### config.mk
export PLATFORM = sky130hd
export DESIGN_NAME = maxima_spi_receiver
export DESIGN_NICKNAME = d
export VERILOG_FILES = /design/src/rtl/shazam_pkg.sv /design/src/rtl/sync_fifo.sv /design/src/rtl/maxima_spi_receiver.sv
export SDC_FILE = /design/constraint.sdc
export NUM_CORES = 1
export LEC_CHECK = 0
export ABC_AREA = 1
export ABC_CLOCK_PERIOD_IN_PS = 2900
export BUFFER_PORTS_ARGS = -buffer_cell sky130_fd_sc_hd__clkbuf_2
export CORE_MARGIN = 2
export CORE_UTILIZATION = 55
export DETAILED_ROUTE_END_ITERATION = 10
export PLACE_DENSITY = 0.75
export SYNTH_ARGS = -nofsm -noshare
export SYNTH_HDL_FRONTEND = slang
export SYNTH_SLANG_ARGS = --single-unit
### constraint.sdc
create_clock -name clk -period 2.9 [get_ports clk]
set_input_delay 0.145 -clock clk [delete_from_list [all_inputs] [get_ports clk]]
set_output_delay 0.145 -clock clk [all_outputs]
set_load 0.02 [all_outputs]
### src/rtl/shazam_pkg.sv
// Shared constants and types for the shazam peak-frequency SPI link.
// The transmitter and the receiver both import this package.
package shazam_pkg;

    localparam int FREQ_WIDTH     = 9;
    localparam int MAXIMAS_COUNT  = 10;
    localparam int INDEX_WIDTH    = $clog2(MAXIMAS_COUNT);
    localparam int BIT_CNT_WIDTH  = $clog2(FREQ_WIDTH);
    localparam int WORD_CNT_WIDTH = $clog2(MAXIMAS_COUNT + 1);

    typedef logic [FREQ_WIDTH-1:0] freq_t;

    // One FIFO entry: the word and its position inside the frame.
    typedef struct packed {
        logic [INDEX_WIDTH-1:0] index;
        freq_t                  data;
    } rx_word_t;

    typedef enum logic [1:0] {
        IDLE    = 2'd0,
        RECEIVE = 2'd1,
        WAIT_CS = 2'd2
    } rx_state_t;

endpackage

### src/rtl/sync_fifo.sv
// Single-clock FIFO with a registered head, so a write becomes visible one clock later.
// Extended pointers give exact full/empty; a push is accepted when full only if a pop happens too.
module sync_fifo #(
    parameter int WIDTH = 8,
    parameter int DEPTH = 16
) (
    input  logic             clk,
    input  logic             rst_n,
    input  logic             wr_en,
    input  logic [WIDTH-1:0] wr_data,
    input  logic             rd_en,
    output logic [WIDTH-1:0] rd_data,
    output logic             full,
    output logic             empty
);

    localparam int AW = $clog2(DEPTH);

    logic [WIDTH-1:0] mem [DEPTH];
    logic [AW:0]      wr_ptr;
    logic [AW:0]      rd_ptr;
    logic [AW:0]      rd_ptr_nxt;
    logic             head_valid;
    logic             head_valid_nxt;
    logic             push;
    logic             pop;

    assign full       = (wr_ptr[AW] != rd_ptr[AW]) && (wr_ptr[AW-1:0] == rd_ptr[AW-1:0]);
    assign empty      = !head_valid;
    assign pop        = rd_en && head_valid;
    assign push       = wr_en && (!full || pop);
    assign rd_ptr_nxt = rd_ptr + {{AW{1'b0}}, pop};

    // Compared against the pre-write pointer so a fresh entry shows up one clock after its write.
    assign head_valid_nxt = (wr_ptr != rd_ptr_nxt);

    // NOTE: the storage array has no reset; only pointers and the head register need a known state.
    always_ff @(posedge clk) begin
        if (push) begin
            mem[wr_ptr[AW-1:0]] <= wr_data;
        end
    end

    // NOTE: sequential state uses non-blocking assignments so every register samples pre-edge values.
    always_ff @(posedge clk or negedge rst_n) begin
        if (!rst_n) begin
            wr_ptr     <= '0;
            rd_ptr     <= '0;
            head_valid <= 1'b0;
            rd_data    <= '0;
        end else begin
            if (push) begin
                wr_ptr <= wr_ptr + 1'b1;
            end
            rd_ptr     <= rd_ptr_nxt;
            head_valid <= head_valid_nxt;
            rd_data    <= head_valid_nxt ? mem[rd_ptr_nxt[AW-1:0]] : '0;
        end
    end

endmodule

### src/rtl/maxima_spi_receiver.sv
// SPI target that deserializes frames of MAXIMAS_COUNT peak-frequency words (MSB first)
// and presents them, tagged with their frame index, as a valid/ready stream.
module maxima_spi_receiver
    import shazam_pkg::*;
#(
    parameter int FIFO_DEPTH = 16
) (
    input  logic                   clk,
    input  logic                   reset,
    input  logic                   sclk,
    input  logic                   cs,
    input  logic                   mosi,
    output freq_t                  word_data,
    output logic [INDEX_WIDTH-1:0] word_index,
    output logic                   word_last,
    output logic                   word_valid,
    input  logic                   word_ready,
    output logic                   frame_done,
    output logic                   frame_err,
    output logic                   overflow
);

    localparam logic [BIT_CNT_WIDTH-1:0]  BIT_LAST   = BIT_CNT_WIDTH'(FREQ_WIDTH - 1);
    localparam logic [WORD_CNT_WIDTH-1:0] WORD_LAST  = WORD_CNT_WIDTH'(MAXIMAS_COUNT - 1);
    localparam logic [WORD_CNT_WIDTH-1:0] WORD_FULL  = WORD_CNT_WIDTH'(MAXIMAS_COUNT);
    localparam logic [INDEX_WIDTH-1:0]    LAST_INDEX = INDEX_WIDTH'(MAXIMAS_COUNT - 1);

    // Synchronizers: [0] metastable, [1] synced, [2] history for edge detection.
    logic [2:0] sclk_pipe;
    logic [2:0] cs_pipe;
    logic [1:0] mosi_pipe;

    logic sclk_fall;
    logic cs_fall;
    logic cs_rise;
    logic sample;

    rx_state_t state_q;
    rx_state_t state_nxt;

    logic                      start_frame;
    logic                      shift_en;
    logic                      word_done;
    logic                      last_word;
    logic                      err_short;
    logic                      err_long;

    logic [BIT_CNT_WIDTH-1:0]  bit_cnt;
    logic [WORD_CNT_WIDTH-1:0] word_cnt;
    logic [FREQ_WIDTH-2:0]     shift_reg;
    logic                      extra_seen;
    logic                      push_q;
    rx_word_t                  push_word;
    rx_word_t                  head;
    logic                      fifo_full;
    logic                      fifo_empty;
    logic                      pop;

    always_ff @(posedge clk or negedge reset) begin
        if (!reset) begin
            sclk_pipe <= '0;
            cs_pipe   <= '0;
            mosi_pipe <= '0;
        end else begin
            sclk_pipe <= {sclk_pipe[1:0], sclk};
            cs_pipe   <= {cs_pipe[1:0], cs};
            mosi_pipe <= {mosi_pipe[0], mosi};
        end
    end

    assign sclk_fall = !sclk_pipe[1] && sclk_pipe[2];
    assign cs_fall   = !cs_pipe[1] && cs_pipe[2];
    assign cs_rise   = cs_pipe[1] && !cs_pipe[2];
    assign sample    = sclk_fall && !cs_pipe[1];

    always_ff @(posedge clk or negedge reset) begin
        if (!reset) begin
            state_q <= IDLE;
        end else begin
            state_q <= state_nxt;
        end
    end

    // NOTE: defaulting every comb output first keeps these blocks free of inferred latches.
    always_comb begin
        state_nxt = state_q;
        unique case (state_q)
            IDLE:    if (cs_fall) state_nxt = RECEIVE;
            RECEIVE: begin
                if (cs_rise) begin
                    state_nxt = IDLE;
                end else if (sample && bit_cnt == BIT_LAST && word_cnt == WORD_LAST) begin
                    state_nxt = WAIT_CS;
                end
            end
            WAIT_CS: if (cs_rise) state_nxt = IDLE;
            default: state_nxt = IDLE;
        endcase
    end

    always_comb begin
        start_frame = (state_q == IDLE) && cs_fall;
        shift_en    = (state_q == RECEIVE) && sample;
        word_done   = shift_en && (bit_cnt == BIT_LAST);
        last_word   = word_done && (word_cnt == WORD_LAST);
        err_short   = (state_q == RECEIVE) && cs_rise && (word_cnt != WORD_FULL || bit_cnt != '0);
        err_long    = (state_q == WAIT_CS) && sample && !extra_seen;
    end

    always_ff @(posedge clk or negedge reset) begin
        if (!reset) begin
            bit_cnt    <= '0;
            word_cnt   <= '0;
            shift_reg  <= '0;
            extra_seen <= 1'b0;
            push_q     <= 1'b0;
            push_word  <= '0;
            frame_done <= 1'b0;
            frame_err  <= 1'b0;
            overflow   <= 1'b0;
        end else begin
            push_q     <= word_done;
            frame_done <= last_word;
            frame_err  <= err_short || err_long;

            if (word_done) begin
                push_word <= '{index: word_cnt[INDEX_WIDTH-1:0], data: {shift_reg, mosi_pipe[1]}};
            end

            if (start_frame) begin
                bit_cnt    <= '0;
                word_cnt   <= '0;
                extra_seen <= 1'b0;
            end else if (shift_en) begin
                shift_reg <= {shift_reg[FREQ_WIDTH-3:0], mosi_pipe[1]};
                if (word_done) begin
                    bit_cnt  <= '0;
                    word_cnt <= word_cnt + 1'b1;
                end else begin
                    bit_cnt <= bit_cnt + 1'b1;
                end
            end

            if (err_long) begin
                extra_seen <= 1'b1;
            end

            // A push into a full FIFO with no simultaneous pop loses the word.
            if (push_q && fifo_full && !pop) begin
                overflow <= 1'b1;
            end
        end
    end

    sync_fifo #(
        .WIDTH($bits(rx_word_t)),
        .DEPTH(FIFO_DEPTH)
    ) u_fifo (
        .clk    (clk),
        .rst_n  (reset),
        .wr_en  (push_q),
        .wr_data(push_word),
        .rd_en  (word_ready),
        .rd_data(head),
        .full   (fifo_full),
        .empty  (fifo_empty)
    );

    assign pop        = word_valid && word_ready;
    assign word_valid = !fifo_empty;
    assign word_data  = head.data;
    assign word_index = head.index;
    assign word_last  = word_valid && (head.index == LAST_INDEX);

endmodule
==> impl_metrics.prom, run 1 <==
# TYPE chip_impl_metric gauge
chip_impl_metric{name="largest_register_ffs",unit=""} 208
chip_impl_metric{name="chipWidth",unit="um"} 147
chip_impl_metric{name="power.static_leakage",unit="nW"} 4.97
chip_impl_metric{name="net_count_after_synthesis",unit=""} 1007
chip_impl_info{name="crit-reg2reg-capture",value="u_fifo.mem[7][4]"} 1
chip_impl_metric{name="cap_violations",unit=""} 0
chip_impl_metric{name="ir_drop",unit="mV"} 0.470
chip_impl_metric{name="final_layout_size_suffix_gt1_share",unit="%"} 10.7
chip_impl_metric{name="worstMarginPinSlew",unit="ns"} 1.14
chip_impl_metric{name="synthesis.area",unit="um2"} 11200
chip_impl_metric{name="cts_made_buffers",unit=""} 27
chip_impl_metric{name="dr_drc_count",unit=""} 0
chip_impl_metric{name="floorplan.rows",unit=""} 52
chip_impl_metric{name="cp_data_arrival_time",unit="ns"} 2.67
chip_impl_metric{name="clk_latency",unit="ns"} 0.52
chip_impl_metric{name="ys_seq_elements",unit=""} 276
chip_impl_metric{name="numPortBuffers",unit=""} 23
chip_impl_metric{name="finalCriticalPeriod",unit="ns"} 2.53
chip_impl_metric{name="drt-total-wl",unit="mm"} 22.8
chip_impl_info{name="path_class",value="reg -> reg"} 1
chip_impl_info{name="yosysTopAreaCell",value="sky130_fd_sc_hd__edfxtp_1"} 1
chip_impl_metric{name="total_grt_usage",unit="%"} 21.6
chip_impl_metric{name="final_nets",unit=""} 1036
chip_impl_metric{name="detailedRoute.firstIterationViolations",unit=""} 598
chip_impl_metric{name="finalSetupViolCount",unit=""} 0
chip_impl_metric{name="cellPowerDensity",unit="nW/um2"} 945
chip_impl_info{name="sink_of_the_worst_hold_path",value="overflow"} 1
chip_impl_metric{name="die_y",unit="um"} 147
chip_impl_info{name="timing.critical_path.to_type",value="flop"} 1
chip_impl_metric{name="synth_cell_type_count",unit=""} 28
chip_impl_metric{name="yosysWarnings",unit=""} 0
chip_impl_metric{name="critPathRequiredTime",unit="ns"} 3.04
chip_impl_metric{name="finalCritPeriodShare",unit="%"} 87.2
chip_impl_metric{name="fp.dieArea",unit="um2"} 21600
chip_impl_info{name="startpoint",value="u_fifo.wr_ptr[0]"} 1
chip_impl_metric{name="avgRoutedWirePerCell",unit="um"} 17.5
chip_impl_info{name="reg2reg_from",value="u_fifo.wr_ptr[0]"} 1
chip_impl_metric{name="syn_avg_cell_area",unit="um2"} 11.3
chip_impl_metric{name="dr_total_vias",unit=""} 7214
chip_impl_metric{name="htree_levels",unit=""} 1
chip_impl_metric{name="min_path_cells",unit=""} 6
chip_impl_metric{name="floorplan.initialDensity",unit="%"} 55.9
chip_impl_metric{name="antenna_found_initial",unit=""} 0
chip_impl_info{name="mostFrequentLayoutCell",value="sky130_fd_sc_hd__nand2_1"} 1
chip_impl_metric{name="critical_path.max_fanout",unit=""} 17
chip_impl_metric{name="sum_neg_setup_slack",unit="ns"} 0
chip_impl_info{name="outcome",value="finished clean"} 1
chip_impl_metric{name="fin_skew",unit="ns"} 0.0113
chip_impl_metric{name="grt_overflow_total",unit=""} 0
chip_impl_metric{name="timing.slew.headroom",unit="%"} 23.8
chip_impl_metric{name="ios",unit=""} 24
chip_impl_metric{name="maximum_number_of_pins_on_one_net_before_global_route_repair",unit=""} 81
chip_impl_metric{name="clock_sink_count",unit=""} 276
chip_impl_metric{name="ctsLongestPathBuffers",unit=""} 3
chip_impl_metric{name="synth.top_cell.area_share",unit="%"} 55.6
chip_impl_info{name="synth.area.top_cells",value="sky130_fd_sc_hd__edfxtp_1, sky130_fd_sc_hd__dfrtp_1, sky130_fd_sc_hd__nand2_1"} 1
chip_impl_metric{name="cts_setup_buffers",unit=""} 0
chip_impl_metric{name="layout.core_utilization",unit="%"} 62.6
chip_impl_info{name="clock_tree_from_tritoncts",value="yes"} 1
chip_impl_info{name="start_kind",value="flop"} 1
chip_impl_metric{name="max_freq",unit="MHz"} 395
chip_impl_metric{name="gp_congestion",unit=""} 0.842
chip_impl_info{name="timing.hold.worst.start",value="word_ready"} 1
chip_impl_info{name="mostFrequentLayoutCells",value="sky130_fd_sc_hd__nand2_1, sky130_fd_sc_hd__edfxtp_1, sky130_fd_sc_hd__nand3_1"} 1
chip_impl_metric{name="place.detailed.hpwl",unit="mm"} 13.6
chip_impl_metric{name="fill_cells",unit=""} 1516
chip_impl_metric{name="finalHoldViolations",unit=""} 0
chip_impl_metric{name="grt_first_pass_wirelength",unit="mm"} 36.4
chip_impl_metric{name="synthCells",unit=""} 990
chip_impl_info{name="cts-root-buf",value="sky130_fd_sc_hd__clkbuf_16"} 1
chip_impl_metric{name="synthToLayoutAreaGrowth",unit="%"} 12.0
chip_impl_metric{name="ff2ff_setup_slack",unit="ns"} 0.37
chip_impl_metric{name="synth_sequential_area_ratio",unit="%"} 70.8
chip_impl_metric{name="reg2reg_depth",unit=""} 7
chip_impl_metric{name="antenna-diode-count",unit=""} 0
chip_impl_metric{name="first_global_vias",unit=""} 6874
chip_impl_metric{name="drtPass1Iterations",unit=""} 7
chip_impl_metric{name="worst_path_clk_slew",unit="ns"} 0.06
chip_impl_metric{name="route.detailed.vias_per_inst",unit=""} 5.52
chip_impl_metric{name="core",unit="um2"} 20100
chip_impl_metric{name="route.antenna.remaining_nets",unit=""} 0
chip_impl_metric{name="slew_viol_final",unit=""} 0
chip_impl_info{name="grt_setup_unrepaired",value="no"} 1
chip_impl_info{name="hp-class",value="in -> reg"} 1
worst max-delay path by stage:
stage,endpoint,slack (ns),cells after the start
after floorplan,u_fifo.mem[11][0],0.50,8
after global placement,u_fifo.mem[15][1],0.44,7
after detailed placement,u_fifo.mem[7][3],0.36,7
after CTS,u_fifo.mem[7][4],0.35,7
after global routing,u_fifo.mem[15][9],0.19,7
final,u_fifo.mem[7][4],0.37,7
routing by layer:
metal	part of all wire, %	track usage, %	vias up
met1	42	30.2	3486
met2	49	35.8	238
met5	0	0	-
li1	-	-	3448
met3	6.6	2.98	42
met4	2.3	6.65	0
report_power, final:
group | total, mW | switching, mW | internal, mW
logic | 4.18 | 2.88 | 1.30
registers | 4.50 | 0.109 | 4.39
clock network | 3.21 | 1.37 | 1.84
total | 11.9 | 4.36 | 7.53
repair_timing:
| action | in CTS | in global routing |
|---|---|---|
| resized for setup | 0 | 0 |
| hold buffers | 4 | 0 |
| endpoints found under the hold margin | 71 | 0 |
cell families after synthesis:
| logic type | Yosys count | share of synthesized area [%] |
|---|---|---|
| and+or+nand+nor | 564 | 21.9 |
| DFF | 276 | 70.8 |
| buffers and inverters | 98 | 3.87 |
| AOI/OAI and AO/OA | 32 | 1.47 |
| adders and majority gates | 11 | 1.23 |
| xor gates and xnor gates | 9 | 0.769 |
Yosys cell counts (all sizes together):
library cell / instances
nand2: 307
edfxtp: 208
nand3: 207
dfrtp: 68
inv: 49
buf: 34
nor2: 30
o21ai: 26
nor3: 17
clkbuf: 14
ha: 11
xor2: 9
a21oi: 3
nand4: 2
o22ai: 2
clkinv: 1
nor4: 1
o21bai: 1
area by class of cell:
type | count | area (um2) | area share (%)
Clock buffer | 38 | 737 | 5.86
Multi-Input combinational cell | 616 | 2940 | 23.3
Tap cell | 270 | 338 | 2.69
Inverter | 50 | 188 | 1.49
Timing Repair Buffer | 48 | 365 | 2.90
Clock inverter | 10 | 67.6 | 0.537
Sequential cell | 276 | 7950 | 63.2
per-stage QoR:
| stage | hold slack (ns) | cells | instance area (um2) | total power [mW] | worst slack, ns |
|---|---|---|---|---|---|
| 2_1_floorplan | -0.151 | 990 | 11200 | 7.49 | 0.495 |
| 3_3_place_gp | 0.253 | 1256 | 11700 | 8.66 | 0.444 |
| 3_5_place_dp | 0.255 | 1256 | 11700 | 8.73 | 0.363 |
| 4_1_cts | 0.122 | 1308 | 12600 | 11.9 | 0.349 |
| 5_1_grt | 0.182 | 1308 | 12600 | 12.6 | 0.187 |
| 6_report | 0.143 | 1308 | 12600 | 11.9 | 0.371 |
critical path, stage by stage, from the launching register on:
cell	delay [ns]
sky130_fd_sc_hd__dfrtp_1	0.45
sky130_fd_sc_hd__inv_1	0.18
sky130_fd_sc_hd__nand2_1	0.07
sky130_fd_sc_hd__nand2_1	0.06
sky130_fd_sc_hd__nor2_1	0.04
sky130_fd_sc_hd__nand3_2	0.14
sky130_fd_sc_hd__nand2_2	0.27
sky130_fd_sc_hd__nor3_2	0.94
No activity file was read; power rests on OpenSTA's default activity.
==> inputs of run 2 (changes only) <==
- ABC_CLOCK_PERIOD_IN_PS: 2900 -> 2500
- CORE_UTILIZATION: 55 -> 40
- GPL_ROUTABILITY_DRIVEN: not set -> 0
- PLACE_DENSITY: 0.75 -> 0.59
- clock period: 2.9 -> 2.5 ns (I/O delays scaled with it)
==> impl_metrics.prom, run 2 (synthesis gave the netlist of run 1 again) <==
# TYPE chip_impl_metric gauge
chip_impl_metric{name="avgRoutedWirePerCell",unit="um"} 18.5
chip_impl_info{name="grt_setup_unrepaired",value="no"} 1
chip_impl_metric{name="ff2ff_setup_slack",unit="ns"} 0.15
chip_impl_metric{name="power.static_leakage",unit="nW"} 5.16
chip_impl_metric{name="cts_made_buffers",unit=""} 30
chip_impl_info{name="timing.critical_path.slowest_stage_cell",value="sky130_fd_sc_hd__nor2_4"} 1
chip_impl_metric{name="cellPowerDensity",unit="nW/um2"} 1120
chip_impl_metric{name="worst_path_clk_slew",unit="ns"} 0.06
chip_impl_metric{name="dp_worst_setup_slack",unit="ns"} 0.196
chip_impl_metric{name="htree_levels",unit=""} 1
chip_impl_info{name="timing.critical_path.to_type",value="flop"} 1
chip_impl_metric{name="fin_skew",unit="ns"} 0.0327
chip_impl_metric{name="numPortBuffers",unit=""} 23
chip_impl_metric{name="route.detailed.vias_per_inst",unit=""} 5.07
chip_impl_metric{name="max_freq",unit="MHz"} 425
chip_impl_metric{name="fp.dieArea",unit="um2"} 29400
chip_impl_metric{name="core",unit="um2"} 27700
chip_impl_metric{name="total_grt_usage",unit="%"} 18.6
chip_impl_metric{name="post-place-cells",unit=""} 1379
chip_impl_metric{name="cts-resized-gates",unit=""} 0
chip_impl_info{name="mostFrequentLayoutCells",value="sky130_fd_sc_hd__nand2_1, sky130_fd_sc_hd__edfxtp_1, sky130_fd_sc_hd__nand3_1"} 1
chip_impl_metric{name="detailedRoute.firstIterationViolations",unit=""} 684
chip_impl_metric{name="layout.core_utilization",unit="%"} 47.2
chip_impl_metric{name="route.antenna.remaining_nets",unit=""} 0
chip_impl_metric{name="first_global_vias",unit=""} 7170
chip_impl_info{name="path_class",value="reg -> reg"} 1
chip_impl_metric{name="synthToLayoutAreaGrowth",unit="%"} 16.4
chip_impl_metric{name="sum_neg_setup_slack",unit="ns"} 0
chip_impl_metric{name="reg2reg_depth",unit=""} 12
chip_impl_metric{name="slew_viol_final",unit=""} 0
chip_impl_info{name="clock_tree_from_tritoncts",value="yes"} 1
chip_impl_metric{name="dr_total_vias",unit=""} 7297
chip_impl_metric{name="cp.buffers_inverters",unit=""} 3
chip_impl_metric{name="cap_violations",unit=""} 0
chip_impl_metric{name="finalCritPeriodShare",unit="%"} 94.1
chip_impl_metric{name="drtPass1Iterations",unit=""} 7
chip_impl_metric{name="grt_first_pass_wirelength",unit="mm"} 41.8
chip_impl_metric{name="ios",unit=""} 24
chip_impl_metric{name="grt_overflow_total",unit=""} 0
chip_impl_metric{name="finalSetupViolCount",unit=""} 0
chip_impl_metric{name="final_layout_size_suffix_gt1_share",unit="%"} 12.9
chip_impl_info{name="outcome",value="finished clean"} 1
chip_impl_metric{name="die_y",unit="um"} 172
chip_impl_metric{name="largest_register_ffs",unit=""} 208
chip_impl_metric{name="clk_latency",unit="ns"} 0.56
chip_impl_metric{name="ir_drop",unit="mV"} 0.543
chip_impl_metric{name="timing.slew.headroom",unit="%"} 15.6
chip_impl_metric{name="antenna_found_initial",unit=""} 0
chip_impl_metric{name="drt-total-wl",unit="mm"} 26.6
chip_impl_metric{name="worstMarginPinSlew",unit="ns"} 1.26
chip_impl_metric{name="cp_data_arrival_time",unit="ns"} 2.82
chip_impl_metric{name="final.setup.worst_slack",unit="ns"} 0.147
chip_impl_metric{name="dr_drc_count",unit=""} 0
chip_impl_metric{name="finalCriticalPeriod",unit="ns"} 2.35
chip_impl_info{name="reg2reg_from",value="u_fifo.head_valid"} 1
chip_impl_metric{name="final-instance-count-excl-fill",unit=""} 1439
chip_impl_info{name="hp-class",value="in -> reg"} 1
chip_impl_metric{name="clock_sink_count",unit=""} 276
chip_impl_metric{name="ctsLongestPathBuffers",unit=""} 3
chip_impl_metric{name="critical_path.max_fanout",unit=""} 14
chip_impl_metric{name="worstSetupPathDepth",unit=""} 12
chip_impl_metric{name="critPathRequiredTime",unit="ns"} 2.97
chip_impl_info{name="startpoint",value="u_fifo.head_valid"} 1
chip_impl_info{name="path_cells",value="nand2_1 -> inv_1 -> ha_4 -> ha_2 -> nand2_2 -> inv_2 -> nor2_4 -> buf_4 -> nand3_1 -> nand3_1 -> nand2_1 -> nor2_1"} 1
chip_impl_metric{name="chipWidth",unit="um"} 172
chip_impl_metric{name="place.detailed.hpwl",unit="mm"} 15.3
chip_impl_info{name="worstSetupEndpoint",value="u_fifo.rd_data[3]"} 1
chip_impl_info{name="mostFrequentLayoutCell",value="sky130_fd_sc_hd__nand2_1"} 1
chip_impl_metric{name="final_nets",unit=""} 1054
chip_impl_info{name="crit-reg2reg-capture",value="u_fifo.rd_data[3]"} 1
chip_impl_metric{name="antenna-diode-count",unit=""} 0
chip_impl_metric{name="floorplan.initialDensity",unit="%"} 40.5
chip_impl_metric{name="finalHoldViolations",unit=""} 0
chip_impl_metric{name="crit_path_max_incr_delay",unit="ns"} 0.45
chip_impl_metric{name="design_power_total",unit="mW"} 14.6
chip_impl_info{name="start_kind",value="flop"} 1
chip_impl_info{name="cts-root-buf",value="sky130_fd_sc_hd__clkbuf_16"} 1
chip_impl_metric{name="floorplan.rows",unit=""} 61
chip_impl_info{name="critPathTopFamily",value="simple AND/OR/NAND/NOR gates"} 1
chip_impl_metric{name="maximum_number_of_pins_on_one_net_before_global_route_repair",unit=""} 80
-- run 2: report_power, final --
group | internal, mW | leakage [nW] | switching (mW)
clock network | 2.62 | 0.472 | 1.77
registers | 5.09 | 2.81 | 0.207
logic | 1.56 | 1.88 | 3.35
-- run 2: worst min path at each step --
stage | to | slack, ns | cells past startpoint | start
2_1_floorplan | bit_cnt[0] | -0.17 | 0 | reset
3_3_place_gp | sclk_pipe[0] | 0.23 | 1 | sclk
3_5_place_dp | sclk_pipe[0] | 0.23 | 1 | sclk
4_1_cts | overflow | 0.21 | 7 | word_ready
5_1_grt | cs_pipe[0] | 0.23 | 2 | cs
6_report | overflow | 0.22 | 7 | word_ready
-- run 2: timing repair --
item,in CTS,in global routing
hold buffers,4,0
endpoints found under the hold margin,71,0
buffers inserted,0,0
-- run 2: cell type report --
| cell class | count | area, um2 |
|---|---|---|
| well taps | 378 | 473 |
| clock inverters | 13 | 160 |
| inverters | 50 | 188 |
| flip-flops and latches | 276 | 7950 |
| repair buffers | 63 | 541 |
| clock buffers | 43 | 830 |
| fillers | 2522 | 14600 |
| multi-input cells | 616 | 2940 |
-- run 2: per-layer routing --
layer / GRT usage, % / routed length (um) / vias to the layer above
met5: 0 / 0 / -
met4: 4.72 / 624 / 0
met3: 2.55 / 1430 / 41
met2: 30.1 / 12200 / 195
met1: 26.6 / 12300 / 3568
li1: - / - / 3493
-- run 2: per-stage QoR --
stage / hold slack [ns] / area, um2
floorplan: -0.171 / 11200
global placement: 0.234 / 12000
detailed placement: 0.235 / 12000
CTS: 0.206 / 13100
global route: 0.230 / 13100
finish: 0.220 / 13100
-- run 2: worst register-to-register path, stage by stage, from the launching register on --
cell and delay [ns]:
sky130_fd_sc_hd__dfrtp_1 0.41, sky130_fd_sc_hd__nand2_1 0.09, sky130_fd_sc_hd__inv_1 0.06, sky130_fd_sc_hd__ha_4 0.16, sky130_fd_sc_hd__ha_2 0.19, sky130_fd_sc_hd__nand2_2 0.09
sky130_fd_sc_hd__inv_2 0.06, sky130_fd_sc_hd__nor2_4 0.45, sky130_fd_sc_hd__buf_4 0.31, sky130_fd_sc_hd__nand3_1 0.10, sky130_fd_sc_hd__nand3_1 0.18, sky130_fd_sc_hd__nand2_1 0.08
sky130_fd_sc_hd__nor2_1 0.10
==> inputs of run 3 (changes only) <==
- ABC_CLOCK_PERIOD_IN_PS: 2500 -> 2800
- clock period: 2.5 -> 2.8 ns (I/O delays scaled with it)
==> impl_metrics.prom, run 3 (synthesis gave the netlist of run 1 again) <==
# TYPE chip_impl_metric gauge
chip_impl_info{name="outcome",value="finished clean"} 1
chip_impl_metric{name="dr_total_vias",unit=""} 7063
chip_impl_metric{name="wl_met2",unit="mm"} 11.4
chip_impl_metric{name="drtPass1Iterations",unit=""} 5
chip_impl_metric{name="timing.slew.headroom",unit="%"} 27.5
chip_impl_metric{name="final_layout_size_suffix_gt1_share",unit="%"} 12.6
chip_impl_metric{name="cts_setup_buffers",unit=""} 0
chip_impl_info{name="crit-reg2reg-capture",value="u_fifo.mem[14][4]"} 1
chip_impl_metric{name="floorplan.initialDensity",unit="%"} 40.5
chip_impl_metric{name="clk_latency",unit="ns"} 0.55
chip_impl_metric{name="fin_skew",unit="ns"} 0.0123
chip_impl_metric{name="cts-resized-gates",unit=""} 0
chip_impl_metric{name="maximum_number_of_pins_on_one_net_before_global_route_repair",unit=""} 106
chip_impl_info{name="path_class",value="reg -> reg"} 1
chip_impl_metric{name="slew_viol_final",unit=""} 0
chip_impl_metric{name="ir_drop",unit="mV"} 0.896
chip_impl_info{name="grt_setup_unrepaired",value="no"} 1
chip_impl_metric{name="floorplan.rows",unit=""} 61
chip_impl_metric{name="antenna_found_initial",unit=""} 0
chip_impl_info{name="mostFrequentLayoutCell",value="sky130_fd_sc_hd__nand2_1"} 1
chip_impl_metric{name="power.static_leakage",unit="nW"} 5.11
chip_impl_metric{name="cp_data_arrival_time",unit="ns"} 2.50
chip_impl_metric{name="m1WireLength",unit="mm"} 10.9
chip_impl_metric{name="largest_register_ffs",unit=""} 208
chip_impl_info{name="timing.hold.worst.start",value="word_ready"} 1
chip_impl_info{name="path_cells",value="inv_1 -> nand2_1 -> nand2_1 -> nor2_1 -> nand3_2 -> nand2_2 -> nor3_2"} 1
chip_impl_info{name="hp-class",value="in -> reg"} 1
chip_impl_metric{name="antenna-diode-count",unit=""} 0
chip_impl_metric{name="total_grt_usage",unit="%"} 17.1
chip_impl_metric{name="finalHoldWorstSlack",unit="ns"} 0.164
chip_impl_metric{name="avgRoutedWirePerCell",unit="um"} 16.9
chip_impl_info{name="timing.critical_path.to_type",value="flop"} 1
chip_impl_metric{name="cellPowerDensity",unit="nW/um2"} 1010
chip_impl_metric{name="route.detailed.vias_per_inst",unit=""} 4.94
chip_impl_metric{name="cap_violations",unit=""} 0
chip_impl_metric{name="die_y",unit="um"} 172
chip_impl_metric{name="ctsLongestPathBuffers",unit=""} 3
chip_impl_metric{name="reg2reg_depth",unit=""} 7
chip_impl_metric{name="clock_sink_count",unit=""} 276
chip_impl_metric{name="finalHoldViolations",unit=""} 0
chip_impl_metric{name="detailedRoute.firstIterationViolations",unit=""} 590
chip_impl_metric{name="worst_path_clk_slew",unit="ns"} 0.06
chip_impl_metric{name="chipWidth",unit="um"} 172
chip_impl_metric{name="sum_neg_setup_slack",unit="ns"} 0
chip_impl_metric{name="finalCriticalPeriod",unit="ns"} 2.34
chip_impl_metric{name="htree_levels",unit=""} 1
chip_impl_metric{name="design_area",unit="um2"} 13000
chip_impl_metric{name="min_path_cells",unit=""} 6
chip_impl_metric{name="route.antenna.remaining_nets",unit=""} 0
chip_impl_info{name="cpMostUsedCell",value="sky130_fd_sc_hd__nand2_1"} 1
chip_impl_info{name="reg2reg_from",value="u_fifo.wr_ptr[0]"} 1
chip_impl_metric{name="numPortBuffers",unit=""} 23
chip_impl_metric{name="placedInstanceArea",unit="um2"} 11900
chip_impl_metric{name="critical_path.max_fanout",unit=""} 13
chip_impl_metric{name="dr_drc_count",unit=""} 0
chip_impl_metric{name="grt_overflow_total",unit=""} 0
chip_impl_info{name="mostFrequentLayoutCells",value="sky130_fd_sc_hd__nand2_1, sky130_fd_sc_hd__edfxtp_1, sky130_fd_sc_hd__nand3_1"} 1
chip_impl_metric{name="max_freq",unit="MHz"} 427
chip_impl_metric{name="grt_first_pass_wirelength",unit="mm"} 38.5
chip_impl_info{name="sink_of_the_worst_hold_path",value="overflow"} 1
chip_impl_metric{name="fp.dieArea",unit="um2"} 29400
chip_impl_metric{name="finalCritPeriodShare",unit="%"} 83.7
chip_impl_info{name="top_layer",value="met4"} 1
chip_impl_metric{name="finalSetupViolCount",unit=""} 0
chip_impl_metric{name="ios",unit=""} 24
chip_impl_metric{name="first_global_vias",unit=""} 6868
chip_impl_metric{name="synthToLayoutAreaGrowth",unit="%"} 15.6
chip_impl_metric{name="drt-total-wl",unit="mm"} 24.1
chip_impl_metric{name="detailroute.wirelength.met3",unit="mm"} 1.29
chip_impl_metric{name="ff2ff_setup_slack",unit="ns"} 0.46
chip_impl_info{name="cts-root-buf",value="sky130_fd_sc_hd__clkbuf_16"} 1
chip_impl_info{name="clock_tree_from_tritoncts",value="yes"} 1
chip_impl_metric{name="final_nets",unit=""} 1046
chip_impl_metric{name="core",unit="um2"} 27700
chip_impl_info{name="timing.critical_path.slowest_stage_cell",value="sky130_fd_sc_hd__nor3_2"} 1
chip_impl_metric{name="critPathRequiredTime",unit="ns"} 2.96
chip_impl_metric{name="place.detailed.hpwl",unit="mm"} 14.0
chip_impl_metric{name="cts_made_buffers",unit=""} 30
chip_impl_metric{name="worstMarginPinSlew",unit="ns"} 1.08
chip_impl_info{name="start_kind",value="flop"} 1
chip_impl_metric{name="crit_path_max_incr_delay",unit="ns"} 0.85
-- run 3: changes by cell type in the layout (fill, tap and decap cells not counted), moves of 2 or more --
cell / previous run / this run
sky130_fd_sc_hd__clkbuf_1: 10 / 6
sky130_fd_sc_hd__clkinv_2: 3 / 8
sky130_fd_sc_hd__clkbuf_8: 3 / 1
sky130_fd_sc_hd__buf_4: 28 / 25
sky130_fd_sc_hd__buf_12: 9 / 4
-- run 3: worst max-delay path: cells and delay by family (launching register included) --
kind / cells / cell delay [ns]
buf+inv: 1 / 0.18
simple gates: 6 / 1.33
flops: 1 / 0.45
-- run 3: report_power, final --
group / switching [mW] / internal (mW) / total [mW]
clock network: 1.58 / 2.42 / 4.00
logic: 3.03 / 1.35 / 4.38
registers: 0.118 / 4.55 / 4.66
-- run 3: how the worst max path moves through the flow --
stage                           startpoint           endpoint  cells past startpoint  slack, ns
after floorplan           u_fifo.rd_ptr[3]  u_fifo.mem[11][0]                      8       0.40
after global placement    u_fifo.rd_ptr[3]  u_fifo.mem[14][4]                      7       0.48
after detailed placement  u_fifo.rd_ptr[3]  u_fifo.mem[14][5]                      7       0.43
final                     u_fifo.wr_ptr[0]  u_fifo.mem[14][4]                      7       0.46
after global routing      u_fifo.wr_ptr[0]  u_fifo.mem[14][4]                      7       0.20
after CTS                 u_fifo.wr_ptr[0]  u_fifo.mem[14][5]                      7       0.41
-- run 3: metal layers --
metal / vias to the layer above / global-route usage (%)
met5: - / 0
li1: 3470 / -
met3: 35 / 2.69
met4: 0 / 4.27
met1: 3390 / 23.8
met2: 168 / 28.0
-- run 3: cell type report --
class	instances	area, um2
fill	2503	14700
sequential	276	7950
multi-input combinational	616	2940
clock buffer	38	812
tap	378	473
timing repair buffer	55	418
clock inverter	18	200
inverter	50	188
-- run 3: stage by stage --
stage / worst slack [ns] / utilization (%) / total power, mW / cells
after floorplan: 0.395 / - / 7.76 / 990
after global placement: 0.483 / 43.0 / 9.14 / 1371
after detailed placement: 0.430 / 43.0 / 9.18 / 1371
after CTS: 0.406 / 46.8 / 13.2 / 1431
after global routing: 0.197 / 46.8 / 13.9 / 1431
final: 0.457 / 46.8 / 13.0 / 1431
-- run 3: what timing repair did --
| item | 4_1_cts | 5_1_grt |
|---|---|---|
| hold buffers | 4 | 0 |
| hold endpoints to repair | 71 | 0 |
| setup endpoints to repair | 0 | 0 |
